[src/rtl/fwd_hazard_unit_if.sv]
// rtl/fwd_hazard_unit_if.sv - ID-stage request and forward/stall response bundle for fwd_hazard_unit
interface fwd_hazard_unit_if;
    logic        ID_valid_in;
    logic [4:0]  ID_rs_in;
    logic [4:0]  ID_rt_in;
    logic [4:0]  ID_rd_in;
    logic        ID_RegWrite_in;
    logic        ID_MemRead_in;
    logic        Flush_in;
    logic [1:0]  Forward_A_out;
    logic [1:0]  Forward_B_out;
    logic        Stall_out;
    logic        EX_bubble_out;
    logic [15:0] Stall_count_out;

    modport master (
        output ID_valid_in, ID_rs_in, ID_rt_in, ID_rd_in, ID_RegWrite_in, ID_MemRead_in, Flush_in,
        input  Forward_A_out, Forward_B_out, Stall_out, EX_bubble_out, Stall_count_out
    );

    modport slave (
        input  ID_valid_in, ID_rs_in, ID_rt_in, ID_rd_in, ID_RegWrite_in, ID_MemRead_in, Flush_in,
        output Forward_A_out, Forward_B_out, Stall_out, EX_bubble_out, Stall_count_out
    );
endinterface

[src/rtl/fwd_hazard_unit.sv]
// rtl/fwd_hazard_unit.sv - forwarding select and load-use stall unit; FWD_HAZARD_STATS_EN adds a saturating stall counter
module fwd_hazard_unit (
    input  logic               clk_in,
    input  logic               rst_in,
    fwd_hazard_unit_if.slave   bus
);
    typedef struct packed {
        logic       valid;
        logic       reg_write;
        logic       mem_read;
        logic [4:0] rd;
    } trk_t;

    typedef enum logic {
        RUN     = 1'b0,
        LOADUSE = 1'b1
    } state_t;

    trk_t   id_ex;
    trk_t   ex_mem;
    trk_t   mem_wb;
    trk_t   id_entry;
    state_t state;

    logic       hazard;
    logic       stall;
    logic       bubble_in;
    logic [1:0] fwd_a_q;
    logic [1:0] fwd_b_q;
    logic       ex_bubble_q;

    // A tracker supplies a forward only if it really writes a non-zero register equal to src
    function automatic logic writes_reg(input trk_t t, input logic [4:0] src);
        return t.valid & t.reg_write & (t.rd != 5'd0) & (t.rd == src);
    endfunction

    // The younger producer (currently in EX, next in MEM) wins over the older one
    function automatic logic [1:0] fwd_code(input trk_t young, input trk_t old, input logic [4:0] src);
        if (writes_reg(young, src))
            return 2'b10;
        else if (writes_reg(old, src))
            return 2'b01;
        else
            return 2'b00;
    endfunction

    // Load-use detection and the decision whether ID enters EX as a bubble
    always_comb begin
        hazard = bus.ID_valid_in & id_ex.valid & id_ex.mem_read & (id_ex.rd != 5'd0) &
                 ((id_ex.rd == bus.ID_rs_in) | (id_ex.rd == bus.ID_rt_in));
        stall = hazard & ~bus.Flush_in & ~rst_in & (state == RUN);
        bubble_in = stall | bus.Flush_in | ~bus.ID_valid_in;
        id_entry.valid     = bus.ID_valid_in;
        id_entry.reg_write = bus.ID_RegWrite_in;
        id_entry.mem_read  = bus.ID_MemRead_in;
        id_entry.rd        = bus.ID_rd_in;
    end

    // Destination trackers shift every edge; forward codes register as ID enters EX
    always_ff @(posedge clk_in) begin
        if (rst_in) begin
            id_ex       <= '0;
            ex_mem      <= '0;
            mem_wb      <= '0;
            fwd_a_q     <= 2'b00;
            fwd_b_q     <= 2'b00;
            ex_bubble_q <= 1'b1;
        end else begin
            mem_wb <= ex_mem;
            ex_mem <= id_ex;
            if (bubble_in) begin
                id_ex       <= '0;
                fwd_a_q     <= 2'b00;
                fwd_b_q     <= 2'b00;
                ex_bubble_q <= 1'b1;
            end else begin
                id_ex       <= id_entry;
                fwd_a_q     <= fwd_code(id_ex, ex_mem, bus.ID_rs_in);
                fwd_b_q     <= fwd_code(id_ex, ex_mem, bus.ID_rt_in);
                ex_bubble_q <= 1'b0;
            end
        end
    end

    // Stall FSM: a stall lasts exactly one cycle, never back-to-back
    always_ff @(posedge clk_in) begin
        if (rst_in) begin
            state <= RUN;
        end else begin
            case (state)
                RUN:     if (stall) state <= LOADUSE;
                LOADUSE: state <= RUN;
                default: state <= RUN;
            endcase
        end
    end

    // The WB destination is tracked for pipeline completeness; the register file bypasses WB itself
    logic mem_wb_unused;
    assign mem_wb_unused = ^mem_wb;

`ifdef FWD_HAZARD_STATS_EN
    logic [15:0] stall_cnt_q;

    // Saturating count of load-use stall edges
    always_ff @(posedge clk_in) begin
        if (rst_in)
            stall_cnt_q <= 16'd0;
        else if (stall && stall_cnt_q != 16'hFFFF)
            stall_cnt_q <= stall_cnt_q + 16'd1;
    end

    assign bus.Stall_count_out = stall_cnt_q;
`else
    assign bus.Stall_count_out = 16'd0;
`endif

    assign bus.Stall_out     = stall;
    assign bus.Forward_A_out = fwd_a_q;
    assign bus.Forward_B_out = fwd_b_q;
    assign bus.EX_bubble_out = ex_bubble_q;
endmodule

[src/flat_wrapper.sv]
// flat-port wrapper written by rule: the top's interface ports become plain ports
module fwd_hazard_unit_flat 
  (clk_in, rst_in, bus_ID_valid_in, bus_ID_rs_in, bus_ID_rt_in, bus_ID_rd_in, bus_ID_RegWrite_in, bus_ID_MemRead_in, bus_Flush_in, bus_Forward_A_out, bus_Forward_B_out, bus_Stall_out, bus_EX_bubble_out, bus_Stall_count_out);
  fwd_hazard_unit_if bus_i ();
  input  logic clk_in;
  input  logic rst_in;
  input wire logic [$bits(bus_i.ID_valid_in)-1:0] bus_ID_valid_in;
  input wire logic [$bits(bus_i.ID_rs_in)-1:0] bus_ID_rs_in;
  input wire logic [$bits(bus_i.ID_rt_in)-1:0] bus_ID_rt_in;
  input wire logic [$bits(bus_i.ID_rd_in)-1:0] bus_ID_rd_in;
  input wire logic [$bits(bus_i.ID_RegWrite_in)-1:0] bus_ID_RegWrite_in;
  input wire logic [$bits(bus_i.ID_MemRead_in)-1:0] bus_ID_MemRead_in;
  input wire logic [$bits(bus_i.Flush_in)-1:0] bus_Flush_in;
  output wire logic [$bits(bus_i.Forward_A_out)-1:0] bus_Forward_A_out;
  output wire logic [$bits(bus_i.Forward_B_out)-1:0] bus_Forward_B_out;
  output wire logic [$bits(bus_i.Stall_out)-1:0] bus_Stall_out;
  output wire logic [$bits(bus_i.EX_bubble_out)-1:0] bus_EX_bubble_out;
  output wire logic [$bits(bus_i.Stall_count_out)-1:0] bus_Stall_count_out;
  assign bus_i.ID_valid_in = bus_ID_valid_in;
  assign bus_i.ID_rs_in = bus_ID_rs_in;
  assign bus_i.ID_rt_in = bus_ID_rt_in;
  assign bus_i.ID_rd_in = bus_ID_rd_in;
  assign bus_i.ID_RegWrite_in = bus_ID_RegWrite_in;
  assign bus_i.ID_MemRead_in = bus_ID_MemRead_in;
  assign bus_i.Flush_in = bus_Flush_in;
  assign bus_Forward_A_out = bus_i.Forward_A_out;
  assign bus_Forward_B_out = bus_i.Forward_B_out;
  assign bus_Stall_out = bus_i.Stall_out;
  assign bus_EX_bubble_out = bus_i.EX_bubble_out;
  assign bus_Stall_count_out = bus_i.Stall_count_out;
  fwd_hazard_unit u_core (.clk_in(clk_in), .rst_in(rst_in), .bus(bus_i));
endmodule
[config.mk]
export PLATFORM = sky130hd
export DESIGN_NAME = fwd_hazard_unit_flat
export DESIGN_NICKNAME = d
export VERILOG_FILES = /design/src/rtl/fwd_hazard_unit_if.sv /design/src/rtl/fwd_hazard_unit.sv /design/src/flat_wrapper.sv
export SDC_FILE = /design/constraint.sdc
export NUM_CORES = 1
export LEC_CHECK = 0
export BUFFER_PORTS_ARGS = -buffer_cell sky130_fd_sc_hd__clkbuf_2
export CELL_PAD_IN_SITES_DETAIL_PLACEMENT = 1
export CELL_PAD_IN_SITES_GLOBAL_PLACEMENT = 1
export CORE_MARGIN = 10
export CORE_UTILIZATION = 33
export DETAILED_ROUTE_END_ITERATION = 6
export GPL_TIMING_DRIVEN = 0
export PLACE_DENSITY_LB_ADDON = 0.3
export SETUP_SLACK_MARGIN = 0.02
export SLEW_MARGIN = 20
export SYNTH_ARGS = -nofsm -noshare
export SYNTH_HDL_FRONTEND = slang
export SYNTH_SLANG_ARGS = --single-unit
[constraint.sdc]
create_clock -name clk_in -period 1.4 [get_ports clk_in]
set_input_delay 0 -clock clk_in [delete_from_list [all_inputs] [get_ports clk_in]]
set_output_delay 0 -clock clk_in [all_outputs]
set_load 0.03 [all_outputs]
* Word level (Yosys, flattened, before mapping)
Index checks and enable logic that the tools add are counted. W data, S select, Z words.
Operators by class: add/subtract/negate cells 0, multipliers 0, div/mod/pow operators 0, order comparisons 0, eq/ne operators 4, shift operators 0, mux-type cells 7, bitwise logic cells 22, reduce and logical (&&, ||, !) cells 5
Operators with widths (count):
- $eq A5 B5 Y1 | 4
- $and A1 B1 Y1 | 15
- $reduce_bool A5 Y1 | 2
- $reduce_or A3 Y1 | 2
- $mux W1 | 4
- $mux W2 | 2
- $not A1 Y1 | 4
- $or A1 B1 Y1 | 3
- $pmux W1 S2 | 1
- $reduce_or A2 Y1 | 1
Word-level totals: register bits 21, latch bits 0, bits in writable memories 0, ROM bits 0, input bits 21, output and inout bits 22, memories 0

* Longest topological paths before layout
depth after elaboration 10, gate-level depth with buffers 6

* Worst setup path before layout
No wires, ideal clock.
path kind reg-to-reg, start reg u_core.id_ex[3] (netlist bit), end reg u_core.id_ex[0] (netlist bit), arrival time 1.225 ns, required time 1.284 ns, path slack 0.059 ns, cell stages (with the launch flop) 7, path buffers 1, clock period less this slack 1.341 ns, cells stage by stage dfxtp_1 xor2_1 nor3_1 nand3_2 a21oi_4 buf_6 nor2_1
On the way: longest elaborated chain between the ends 9, elaborated cells between the ends (all ways) 12, those cells by class eq/ne: 2; bitwise: 8; reduce/logical: 2
Ends and longest elaborated chain:
- start: declaration | line fwd_hazard_unit.sv:19 | trk_t id_ex;
- start signal: assignment | line fwd_hazard_unit.sv:77 | id_ex <= id_entry;
- $eq A5 B5 Y1 / $reduce_bool A5 Y1 (equally long branches) | line fwd_hazard_unit.sv:50, fwd_hazard_unit.sv:49
- $or A1 B1 Y1 / $and A1 B1 Y1 (equally long branches) | line fwd_hazard_unit.sv:50, fwd_hazard_unit.sv:49
- $and A1 B1 Y1 (*) | line fwd_hazard_unit.sv:49 | hazard = bus.ID_valid_in & id_ex.valid & id_ex.mem_read & (id_ex.rd != 5'd0) &
- $and A1 B1 Y1 (*) (3 in a row) | line fwd_hazard_unit.sv:51 | stall = hazard & ~bus.Flush_in & ~rst_in & (state == RUN);
- net bus_Stall_out | line flat_wrapper.sv:16 | output wire logic [$bits(bus_i.Stall_out)-1:0] bus_Stall_out;
- $or A1 B1 Y1 (*) (2 in a row) | line fwd_hazard_unit.sv:52 | bubble_in = stall | bus.Flush_in | ~bus.ID_valid_in;
- $reduce_or A2 Y1 (no line) (*)
Mark *: on every way through the listed nets, which the timed path passes. The rest lies on a longest branch. A chain may end at the register's enable or synchronous reset.

* Worst setup path in the final report
start reg u_core.id_ex[3] (netlist bit), end out bus_Stall_out
On the way: longest elaborated chain between the ends 6, elaborated cells between the ends (all ways) 9, those cells by class eq/ne: 2; bitwise: 6; reduce/logical: 1
Ends and longest elaborated chain (line):
- $eq A5 B5 Y1 / $reduce_bool A5 Y1 (equally long branches) | fwd_hazard_unit.sv:50, fwd_hazard_unit.sv:49
- $or A1 B1 Y1 / $and A1 B1 Y1 (equally long branches) | fwd_hazard_unit.sv:50, fwd_hazard_unit.sv:49
- $and A1 B1 Y1 (*) | fwd_hazard_unit.sv:49
- $and A1 B1 Y1 (*) (3 in a row) | fwd_hazard_unit.sv:51
- end: declaration | flat_wrapper.sv:16
Every way passes the cells marked *; elsewhere a longest branch is shown, timed or not.

==> flow_metrics.env <==
export IMPL_status="complete, but fails checks"
export IMPL_violations="setup timing"
export IMPL_cts_tree="done"
export IMPL_numCtsBuffers=3
export IMPL_hp_start="bus_ID_rs_in[1]"
export IMPL_cp_end_kind="primary output"
export IMPL_yosysSeqAreaShare_pct=41.3
export IMPL_clkTransAtPathRegs_ns=0.12
export IMPL_hold_path_end="u_core.bus.Forward_A_out[0]"
export IMPL_min_period_ns=1.57
export IMPL_post_route_period_util_pct=112
export IMPL_hp_class="input port to register"
export IMPL_io_buffers=26
export IMPL_syn_area_um2=1020
export IMPL_irDropWorstVdd_mv=0.300
export IMPL_dp_hpwl_mm=2.09
export IMPL_tns_ns=-0.810
export IMPL_core_area_um2=3000
export IMPL_async_flop_share_pct=0
export IMPL_hold_slack_ns=0.0767
export IMPL_fin_worst_skew_ns=0.00852
export IMPL_drive_above_1_share_pct=41.3
export IMPL_dieWidth_um=75.6
export IMPL_slew_violations=0
export IMPL_rows=20
export IMPL_setup_violations=12
export IMPL_critPathArrivalTime_ns=1.57
export IMPL_htree_levels=1
export IMPL_drc_errors=0
export IMPL_first_pass_iters=4
export IMPL_yosysWarnings=0
export IMPL_synth_seq_cells=21
export IMPL_avgRoutedWirePerCell_um=13.2
export IMPL_root_buffer="clkbuf_4"
export IMPL_synth_ff_type="dfxtp_1"
export IMPL_die_area_um2=5710
export IMPL_max_cap_viol_count=0
export IMPL_clk_latency_ns=0.30
export IMPL_grt_use_total_pct=9.77
export IMPL_crit_start="u_core.id_ex[3]"
export IMPL_drtIter0Drc=27
export IMPL_reg2reg_from="u_core.id_ex[3]"
export IMPL_routed_via_count=906
export IMPL_syn_avg_cell_area_um2=9.34
export IMPL_gp_congestion=0.842
export IMPL_grt_pass1_wl_mm=4.40
export IMPL_worst_path_max_fanout=4
export IMPL_mostFrequentLayoutCell="buf_4"
export IMPL_syn2layout_area_growth_pct=54.5
export IMPL_die_h_um=75.6
export IMPL_final_hold_viol_count=0
export IMPL_mostFrequentLayoutCells="buf_4, clkbuf_2, dfxtp_1"
export IMPL_totalPowerFinal_mw=1.14
export IMPL_nFillCells=368
export IMPL_viasPerCell=4.27
export IMPL_final_util_pct=52.4
export IMPL_power_leakage_nw=0.772
export IMPL_synth_enable_flop_cells=0
export IMPL_power_density_nw_per_um2=724
export IMPL_grt_pass1_vias=944
export IMPL_start_util_pct=33.9
export IMPL_grt_ovfl_total=0
export IMPL_clockBufferDepth=2
export IMPL_synthCells=109
export IMPL_reg2reg_to="u_core.bus.Forward_A_out[0]"
export IMPL_rsz0062_at_grt="yes"
export IMPL_grt_start_max_net_pins=12
export IMPL_antenna_found_initial=0
export IMPL_hold_path_depth=4
export IMPL_rrSetupSlack_ns=-0.09
export IMPL_start_kind="register"
export IMPL_cts_sinks=21
export IMPL_required_ns=1.40
export IMPL_finalWirelength_mm=2.80
export IMPL_place_ws_ns=-0.108
export IMPL_antenna_cells=0
export IMPL_finalWorstSetupSlack_ns=-0.169
export IMPL_reg2regPathDepth=6
export IMPL_ios=43
export IMPL_fmax_mhz=637
export IMPL_drtAntennaViolNets=0
export IMPL_netlist_cell_type_count=25
export IMPL_path_class="register to primary output"
export IMPL_fin_nets=201
cells in the mapped netlist (2+ instances only):
master / n / area (um^2)
nand2_1: 8 / 30.0
nor3_1: 4 / 20.0
buf_4: 16 / 120
xnor2_1: 8 / 70.1
a2111oi_1: 2 / 20.0
nand3_2: 2 / 20.0
dfxtp_1: 21 / 420
inv_1: 2 / 7.51
nand3_1: 2 / 10.0
nor2_1: 10 / 37.5
nor2b_1: 9 / 56.3
xor2_1: 12 / 105
flip-flops by register name, indices dropped and copies added (netlist names):
name and flops:
u_core.bus.Forward_A_out 2, u_core.ex_mem 7, u_core.bus.Forward_B_out 2, u_core.bus.EX_bubble_out 1, u_core.id_ex 8, u_core.state 1
metrics by stage:
stage               cell area, um^2  cells
floorplan                      1070    124
global placement               1250    183
detailed placement             1250    183
CTS                            1520    208
global route                   1570    212
finish                         1570    212
report_power, final:
| part | leakage, nW | internal (mW) | total (mW) | switching (mW) |
|---|---|---|---|---|
| clock | 0.0150 | 0.111 | 0.283 | 0.173 |
| sequential | 0.173 | 0.605 | 0.615 | 0.0102 |
| combinational | 0.584 | 0.113 | 0.242 | 0.129 |
metal layers:
| layer | track usage [%] | share of wire, % |
|---|---|---|
| met1 | 11.1 | 40 |
| met2 | 17.5 | 51 |
| met3 | 2.73 | 8.4 |
| met4 | 2.47 | 0.93 |
| met5 | 0 | 0 |
cell families after synthesis:
group / Yosys count / synth area share [%]
xor gates and xnor gates: 20 / 17.2
other: 1 / 0.368
buffers and inverters: 20 / 14.1
DFF: 21 / 41.3
and+or+nand+nor: 42 / 22.1
AOI/OAI and AO/OA: 5 / 4.91
area by class of cell:
type | count | area, um^2 | area share, %
multi-input cells | 83 | 567 | 36.0
plain buffers | 18 | 136 | 8.66
inverters | 2 | 7.51 | 0.477
clock buffers | 4 | 26.3 | 1.67
flip-flops and latches | 21 | 433 | 27.5
well taps | 33 | 41.3 | 2.62
repair buffers | 51 | 363 | 23.1
worst max path at each step:
stage | endpoint | slack [ns] | cells after the start
detailed placement | bus_Stall_out | -0.11 | 6
global placement | bus_Stall_out | -0.09 | 6
CTS | bus_Stall_out | -0.20 | 6
finish | bus_Stall_out | -0.17 | 6
floorplan | u_core.id_ex[0] | 0.06 | 6
global route | bus_Stall_out | -0.27 | 6
critical path: stages, from the launching register on:
cell and delay (ns):
dfxtp_4 0.38, xor2_2 0.14, nor3_2 0.18, nand3_2 0.14, a21oi_4 0.19, buf_6 0.12, buf_8 0.11
repair_timing:
| item | in CTS | in global routing |
|---|---|---|
| pin swaps | 7 | 5 |
| endpoints found under the hold margin | 14 | 0 |
| setup buffers | 7 | 5 |
| hold buffers | 14 | 0 |
| setup endpoints to repair | 11 | 12 |
| gates cloned | 0 | 0 |
| resized for setup | 14 | 5 |
(Power assumes the default switching activity.)
